--- config.mk ---
export PLATFORM = sky130hd
export DESIGN_NAME = mgr_noc_locl_rx
export DESIGN_NICKNAME = d
export VERILOG_FILES = /design/src/rtl/mgr_noc_locl_rx.sv
export SDC_FILE = /design/constraint.sdc
export NUM_CORES = 1
export LEC_CHECK = 0
export BUFFER_PORTS_ARGS = -buffer_cell sky130_fd_sc_hd__buf_2
export CAP_MARGIN = 25
export CORE_MARGIN = 3
export CORE_UTILIZATION = 55
export DETAILED_ROUTE_END_ITERATION = 8
export PLACE_DENSITY = 0.78
export SLEW_MARGIN = 5
export SYNTH_ARGS = -nofsm -noshare
export SYNTH_HDL_FRONTEND = slang
export SYNTH_SLANG_ARGS = --single-unit
--- constraint.sdc ---
create_clock -name clk -period 10.45 [get_ports clk]
set_clock_uncertainty 0.05 [all_clocks]
set_input_delay 0.5225 -clock clk [delete_from_list [all_inputs] [get_ports clk]]
set_output_delay 0.5225 -clock clk [all_outputs]
set_load 0.1 [all_outputs]
--- src/rtl/mgr_noc_locl_rx.sv ---
// Packet-framing receive buffer: stores NoC local-port flits and releases a packet only after its EOM commits.
// Optional statistics counters are built when MGR_NOC_LOCL_RX_STATS_EN is defined.
module mgr_noc_locl_rx #(
  parameter int DEPTH   = 16,
  parameter int DATA_W  = 64,
  parameter int TYPE_W  = 2,
  parameter int PTYPE_W = 2,
  parameter int MGRID_W = 6
) (
  input  logic               clk,
  input  logic               reset_poweron,
  input  logic               noc__locl__dp_valid,
  input  logic [1:0]         noc__locl__dp_cntl,
  output logic               locl__noc__dp_ready,
  input  logic [TYPE_W-1:0]  noc__locl__dp_type,
  input  logic [PTYPE_W-1:0] noc__locl__dp_ptype,
  input  logic [DATA_W-1:0]  noc__locl__dp_data,
  input  logic               noc__locl__dp_pvalid,
  input  logic [MGRID_W-1:0] noc__locl__dp_mgrId,
  output logic               rx__locl__dp_valid,
  input  logic               locl__rx__dp_ready,
  output logic [1:0]         rx__locl__dp_cntl,
  output logic [TYPE_W-1:0]  rx__locl__dp_type,
  output logic [PTYPE_W-1:0] rx__locl__dp_ptype,
  output logic [DATA_W-1:0]  rx__locl__dp_data,
  output logic               rx__locl__dp_pvalid,
  output logic [MGRID_W-1:0] rx__locl__dp_mgrId,
  output logic               rx__locl__frame_err,
  output logic [15:0]        rx__locl__pkt_count,
  output logic [15:0]        rx__locl__drop_count
);

  localparam int AW = $clog2(DEPTH);
  localparam int PW = AW + 1;
  localparam int FW = 2 + TYPE_W + PTYPE_W + DATA_W + 1 + MGRID_W;

  localparam logic [PW-1:0] DEPTH_P = DEPTH[PW-1:0];
  localparam logic [PW-1:0] ONE_P   = {{(PW-1){1'b0}}, 1'b1};

  localparam logic [1:0] CNTL_MOM     = 2'b00;
  localparam logic [1:0] CNTL_SOM     = 2'b01;
  localparam logic [1:0] CNTL_EOM     = 2'b10;
  localparam logic [1:0] CNTL_SOM_EOM = 2'b11;

  localparam logic [1:0] ST_IDLE   = 2'd0;
  localparam logic [1:0] ST_IN_PKT = 2'd1;
  localparam logic [1:0] ST_DROP   = 2'd2;

  logic [1:0]    state, state_nxt;
  logic [PW-1:0] wr_ptr, wr_nxt;
  logic [PW-1:0] commit_ptr, commit_nxt;
  logic [PW-1:0] rd_ptr;
  logic [PW-1:0] pkt_len, len_nxt;
  logic          err_nxt;
  logic          frame_err;

  logic [PW-1:0] occupancy;
  logic          len_full;
  logic          in_xfer;
  logic          out_xfer;
  logic          wr_en;
  logic [AW-1:0] wr_addr;
  logic [FW-1:0] wr_word;
  logic [FW-1:0] rd_word;
  logic [FW-1:0] mem [DEPTH];

  assign occupancy = wr_ptr - rd_ptr;
  assign len_full  = (pkt_len == DEPTH_P);

  // A packet already at the length limit is dropped or rewound by whatever flit comes next,
  // so that flit is always acceptable; without this an oversize packet would stall the NoC.
  assign locl__noc__dp_ready = (occupancy < DEPTH_P) || (state == ST_DROP) ||
                               ((state == ST_IN_PKT) && len_full);

  assign in_xfer  = noc__locl__dp_valid && locl__noc__dp_ready;
  assign out_xfer = rx__locl__dp_valid && locl__rx__dp_ready;

  assign wr_word = {noc__locl__dp_cntl, noc__locl__dp_type, noc__locl__dp_ptype,
                    noc__locl__dp_data, noc__locl__dp_pvalid, noc__locl__dp_mgrId};

  always_comb begin
    state_nxt  = state;
    wr_nxt     = wr_ptr;
    commit_nxt = commit_ptr;
    len_nxt    = pkt_len;
    err_nxt    = 1'b0;
    wr_en      = 1'b0;
    wr_addr    = wr_ptr[AW-1:0];
    if (in_xfer) begin
      case (state)
        ST_IDLE: begin
          case (noc__locl__dp_cntl)
            CNTL_SOM_EOM: begin
              wr_en      = 1'b1;
              wr_nxt     = wr_ptr + ONE_P;
              commit_nxt = wr_ptr + ONE_P;
            end
            CNTL_SOM: begin
              wr_en     = 1'b1;
              wr_nxt    = wr_ptr + ONE_P;
              len_nxt   = ONE_P;
              state_nxt = ST_IN_PKT;
            end
            default: err_nxt = 1'b1;
          endcase
        end
        ST_IN_PKT: begin
          case (noc__locl__dp_cntl)
            CNTL_MOM: begin
              if (len_full) begin
                wr_nxt    = commit_ptr;
                err_nxt   = 1'b1;
                state_nxt = ST_DROP;
              end else begin
                wr_en   = 1'b1;
                wr_nxt  = wr_ptr + ONE_P;
                len_nxt = pkt_len + ONE_P;
              end
            end
            CNTL_EOM: begin
              if (len_full) begin
                wr_nxt  = commit_ptr;
                err_nxt = 1'b1;
              end else begin
                wr_en      = 1'b1;
                wr_nxt     = wr_ptr + ONE_P;
                commit_nxt = wr_ptr + ONE_P;
              end
              state_nxt = ST_IDLE;
            end
            CNTL_SOM: begin
              wr_en   = 1'b1;
              wr_addr = commit_ptr[AW-1:0];
              wr_nxt  = commit_ptr + ONE_P;
              len_nxt = ONE_P;
              err_nxt = 1'b1;
            end
            default: begin
              wr_en      = 1'b1;
              wr_addr    = commit_ptr[AW-1:0];
              wr_nxt     = commit_ptr + ONE_P;
              commit_nxt = commit_ptr + ONE_P;
              err_nxt    = 1'b1;
              state_nxt  = ST_IDLE;
            end
          endcase
        end
        ST_DROP: begin
          case (noc__locl__dp_cntl)
            CNTL_SOM: begin
              // Ready is forced high here, so a SOM meeting a buffer full of committed data is lost.
              if (occupancy == DEPTH_P) begin
                err_nxt = 1'b1;
              end else begin
                wr_en     = 1'b1;
                wr_nxt    = wr_ptr + ONE_P;
                len_nxt   = ONE_P;
                state_nxt = ST_IN_PKT;
              end
            end
            CNTL_EOM, CNTL_SOM_EOM: state_nxt = ST_IDLE;
            default: state_nxt = ST_DROP;
          endcase
        end
        default: state_nxt = ST_IDLE;
      endcase
    end
  end

  always_ff @(posedge clk or negedge reset_poweron) begin
    if (!reset_poweron) begin
      state      <= ST_IDLE;
      wr_ptr     <= '0;
      commit_ptr <= '0;
      rd_ptr     <= '0;
      pkt_len    <= '0;
      frame_err  <= 1'b0;
    end else begin
      state      <= state_nxt;
      wr_ptr     <= wr_nxt;
      commit_ptr <= commit_nxt;
      pkt_len    <= len_nxt;
      frame_err  <= err_nxt;
      if (out_xfer) begin
        rd_ptr <= rd_ptr + ONE_P;
      end
    end
  end

  always_ff @(posedge clk) begin
    if (wr_en) begin
      mem[wr_addr] <= wr_word;
    end
  end

  assign rd_word = mem[rd_ptr[AW-1:0]];
  assign {rx__locl__dp_cntl, rx__locl__dp_type, rx__locl__dp_ptype,
          rx__locl__dp_data, rx__locl__dp_pvalid, rx__locl__dp_mgrId} = rd_word;

  assign rx__locl__dp_valid  = (rd_ptr != commit_ptr);
  assign rx__locl__frame_err = frame_err;

`ifdef MGR_NOC_LOCL_RX_STATS_EN
  logic        pkt_commit;
  logic [15:0] pkt_cnt;
  logic [15:0] drop_cnt;

  // commit_ptr never advances by a full 2*DEPTH in one cycle, so any change means a commit.
  assign pkt_commit = (commit_nxt != commit_ptr);

  always_ff @(posedge clk or negedge reset_poweron) begin
    if (!reset_poweron) begin
      pkt_cnt  <= '0;
      drop_cnt <= '0;
    end else begin
      if (pkt_commit && (pkt_cnt != 16'hFFFF)) begin
        pkt_cnt <= pkt_cnt + 16'd1;
      end
      if (err_nxt && (drop_cnt != 16'hFFFF)) begin
        drop_cnt <= drop_cnt + 16'd1;
      end
    end
  end

  assign rx__locl__pkt_count  = pkt_cnt;
  assign rx__locl__drop_count = drop_cnt;
`else
  assign rx__locl__pkt_count  = 16'd0;
  assign rx__locl__drop_count = 16'd0;
`endif

endmodule
==> impl_metrics.json <==
{
  "maxCapViolCount": 0,
  "die_y_um": 303,
  "grt_pass1_vias": 24100,
  "viasPerCell": 6.75,
  "swShare": 0.396,
  "powerDensity_mw_per_mm2": 311,
  "dieWidth_um": 303,
  "gp_routability_congestion": 0.848,
  "pwr-share-clk": 0.248,
  "cpMaxStageDelayCell": "dfrtp_4",
  "hold_path_depth": 1,
  "antenna_found_initial": 15,
  "critPathLaunchType": "flop",
  "synthAdderAreaFrac": 0.00274,
  "ys.flop_type": "edfxtp_1",
  "crit_buf_inv": 3,
  "htree_levels": 3,
  "place_area_sq_mm": 0.0507,
  "yosysUniqueCellTypes": 62,
  "synthXorXnorAreaFrac": 0.00307,
  "r2r_cells": 10,
  "critPathKind": "reg2reg",
  "io_buffers": 160,
  "yosysWarningCount": 0,
  "async_flop_share": 0.0183,
  "wire_per_inst_um": 34.6,
  "io_pins": 193,
  "synthSimpleGateAreaFrac": 0.0133,
  "synth_compound_area_frac": 0.00901,
  "cts_buffers": 115,
  "timing.final.ws_setup_ps": 4210,
  "worst_pin_slew_ps": 1150,
  "clk_pin_slew_worst_paths_ps": 70,
  "hp-start": "noc__locl__dp_data[33]",
  "ant_nets": 0,
  "nets": 2314,
  "row_count": 108,
  "design_area_sq_mm": 0.0547,
  "max_freq_mhz": 160,
  "syn_area_sq_mm": 0.0485,
  "cts_tree": "yes",
  "rrSetupSlack_ps": 4210,
  "netlist_top_cells_count": "edfxtp_1, mux4_2, clkbuf_1",
  "timing_hold_violations_final": 0,
  "synthTopCellsByArea": "edfxtp_1, mux4_2, dfrtp_1",
  "worstReg2RegStart": "rd_ptr[1]",
  "slew_headroom": 0.231,
  "arrival_ps": 6490,
  "remaining_drc_errors": 0,
  "path_cells": "inv_1 -> fa_1 -> and3_1 -> o21ai_1 -> nand3b_4 -> and4_4 -> mux2i_4 -> nor4b_4 -> buf_4 -> buf_4",
  "areaGrowthSynthToFinish_pct": 12.8,
  "r2r_end": "mem[0][37]",
  "utilization": 0.628,
  "cts_setup_buffers": 0,
  "setup_viol": 0,
  "cts_resized": 0,
  "synth.avg_cell_area_sq_um": 24.3,
  "cp_common_cell": "buf_4",
  "combPwrFrac": 0.389,
  "worst-path-max-fanout": 63,
  "dr_total_vias": 23600,
  "muxShareOfSynthArea": 0.182,
  "grt_pass1_wl_um": 171000,
  "crit_path_end_kind": "flop",
  "rsz0062_at_grt": "no",
  "wirelength_um": 121000,
  "clkSinkCount": 1255,
  "num-fill-cells": 5387,
  "hold_class": "in2reg",
  "p_seq_frac": 0.363,
  "cp_top_family": "simple AND/OR/NAND/NOR gates",
  "synth_edf_count": 1232,
  "p_leak_nw": 17.3,
  "min_period_over_period": 0.597,
  "pre_cts_ws_ps": 4410,
  "yosys.area.top_type_share": 0.763,
  "path_depth": 10,
  "synth_cells": 1998,
  "synth_top_family_by_area": "multiplexers",
  "yosys.area.top_type": "edfxtp_1",
  "drtIter0Drc": 3670,
  "fp.dieArea_sq_mm": 0.0917,
  "internal_power_mw": 10.3,
  "status": "finished, final reports clean",
  "initial_utilization": 0.557,
  "critPathRequiredTime_ps": 10700,
  "grt_usage": 0.259,
  "cts-hold-fix-buffers": 1,
  "clock_latency_ps": 690,
  "cts_root_buffer": "clkbuf_16",
  "synth-seq-cells": 1255,
  "synth_most_common_cell": "edfxtp_1",
  "grt_overflow": 0,
  "first_pass_iters": 7,
  "coreArea_sq_mm": 0.0870,
  "whs_endpoint": "mem[2][40]",
  "power.switching_mw": 6.74,
  "drive_gt1_frac": 0.342,
  "grt_max_degree": 176,
  "layout_min_cycle_time_ps": 6240,
  "worst_path_largest_cell_delay_ps": 1090,
  "ys_seq_area_frac": 0.775,
  "drv_slew": 0,
  "clk_path_buf_depth": 3,
  "vdd_drop_max_v": 0.000345,
  "post-dp-hpwl_um": 55600
}
## worst max-delay path by stage
stage / startpoint / to / slack (ps)
after global placement: rd_ptr[0] / rx__locl__dp_data[6] / 4470
after global routing: rd_ptr[1] / mem[3][37] / 4010
after floorplan: rd_ptr[3] / mem[13][0] / -900
after CTS: rd_ptr[0] / rx__locl__dp_data[6] / 3600
final: rd_ptr[1] / mem[0][37] / 4210
after detailed placement: rd_ptr[1] / mem[1][36] / 4410
## layer usage
layer  up-vias  share of wire  global-route usage
met5         -        0.00041                   0
met3       279           0.11              0.0499
met2      1824           0.51               0.420
met1     12400           0.35               0.360
li1       9031              -                   -
met4         8          0.032              0.0924
## cells by family after synthesis
group	Yosys count
flops	1255
mux	397
buf+inv	146
simple gates	101
other cells	1
fa+ha+maj	10
xor+xnor	17
compound gates	71
## metrics by stage
| step | cells | total power [mW] | hold slack (ps) | setup TNS [ps] |
|---|---|---|---|---|
| floorplan | 2029 | 11.4 | 177 | -276980 |
| global placement | 3251 | 12.6 | 447 | 0 |
| detailed placement | 3252 | 12.7 | 480 | 0 |
| CTS | 3472 | 17.0 | 102 | 0 |
| global route | 3484 | 17.5 | 145 | 0 |
| finish | 3493 | 17.0 | 154 | 0 |
## worst reg2reg max path, stage by stage, from the launching register on
cell      delay, ps
dfrtp_4        1090
inv_1           230
fa_1            510
and3_1          190
o21ai_1         360
nand3b_4        160
and4_4          280
mux2i_4         650
nor4b_4         940
buf_4           620
buf_4           750
## layout make-up
class / count / area (sq um) / area share
clock buffer: 136 / 2960 / 0.0541
multi-input combinational: 628 / 10400 / 0.191
antenna: 13 / 32.5 / 0.000595
tap: 1155 / 1450 / 0.0264
timing repair buffer: 214 / 1390 / 0.0254
inverter: 9 / 38.8 / 0.000709
clock inverter: 83 / 788 / 0.0144
sequential: 1255 / 37600 / 0.687
## state kept, by name, summed over array words and instances, names as in the netlist
register and cells:
wr_ptr 5, pkt_len 5, rd_ptr 5, state 2, rx__locl__frame_err 1, commit_ptr 5, mem 1232
## cells in the final DEF, fill, tap and decap left out, types with 16 or more instances in the layout
master / n
a21oi_1: 23
buf_2: 160
buf_4: 43
clkbuf_1: 21
clkbuf_16: 115
clkinv_1: 33
clkinv_2: 20
conb_1: 32
dfrtp_1: 20
edfxtp_1: 1232
mux4_2: 385
nand2_1: 21
nor2_1: 16
o21ai_0: 22
## power groups by stage
stage	Sequential [mW]	Clock [mW]	Combinational [mW]
after global routing	6.20	4.43	6.85
after CTS	6.17	4.24	6.55
after detailed placement	6.25	0	6.45
after global placement	6.23	0	6.39
final	6.18	4.21	6.62
after floorplan	6.10	0	5.31
Note: power is estimated with default switching activity, not from simulation.
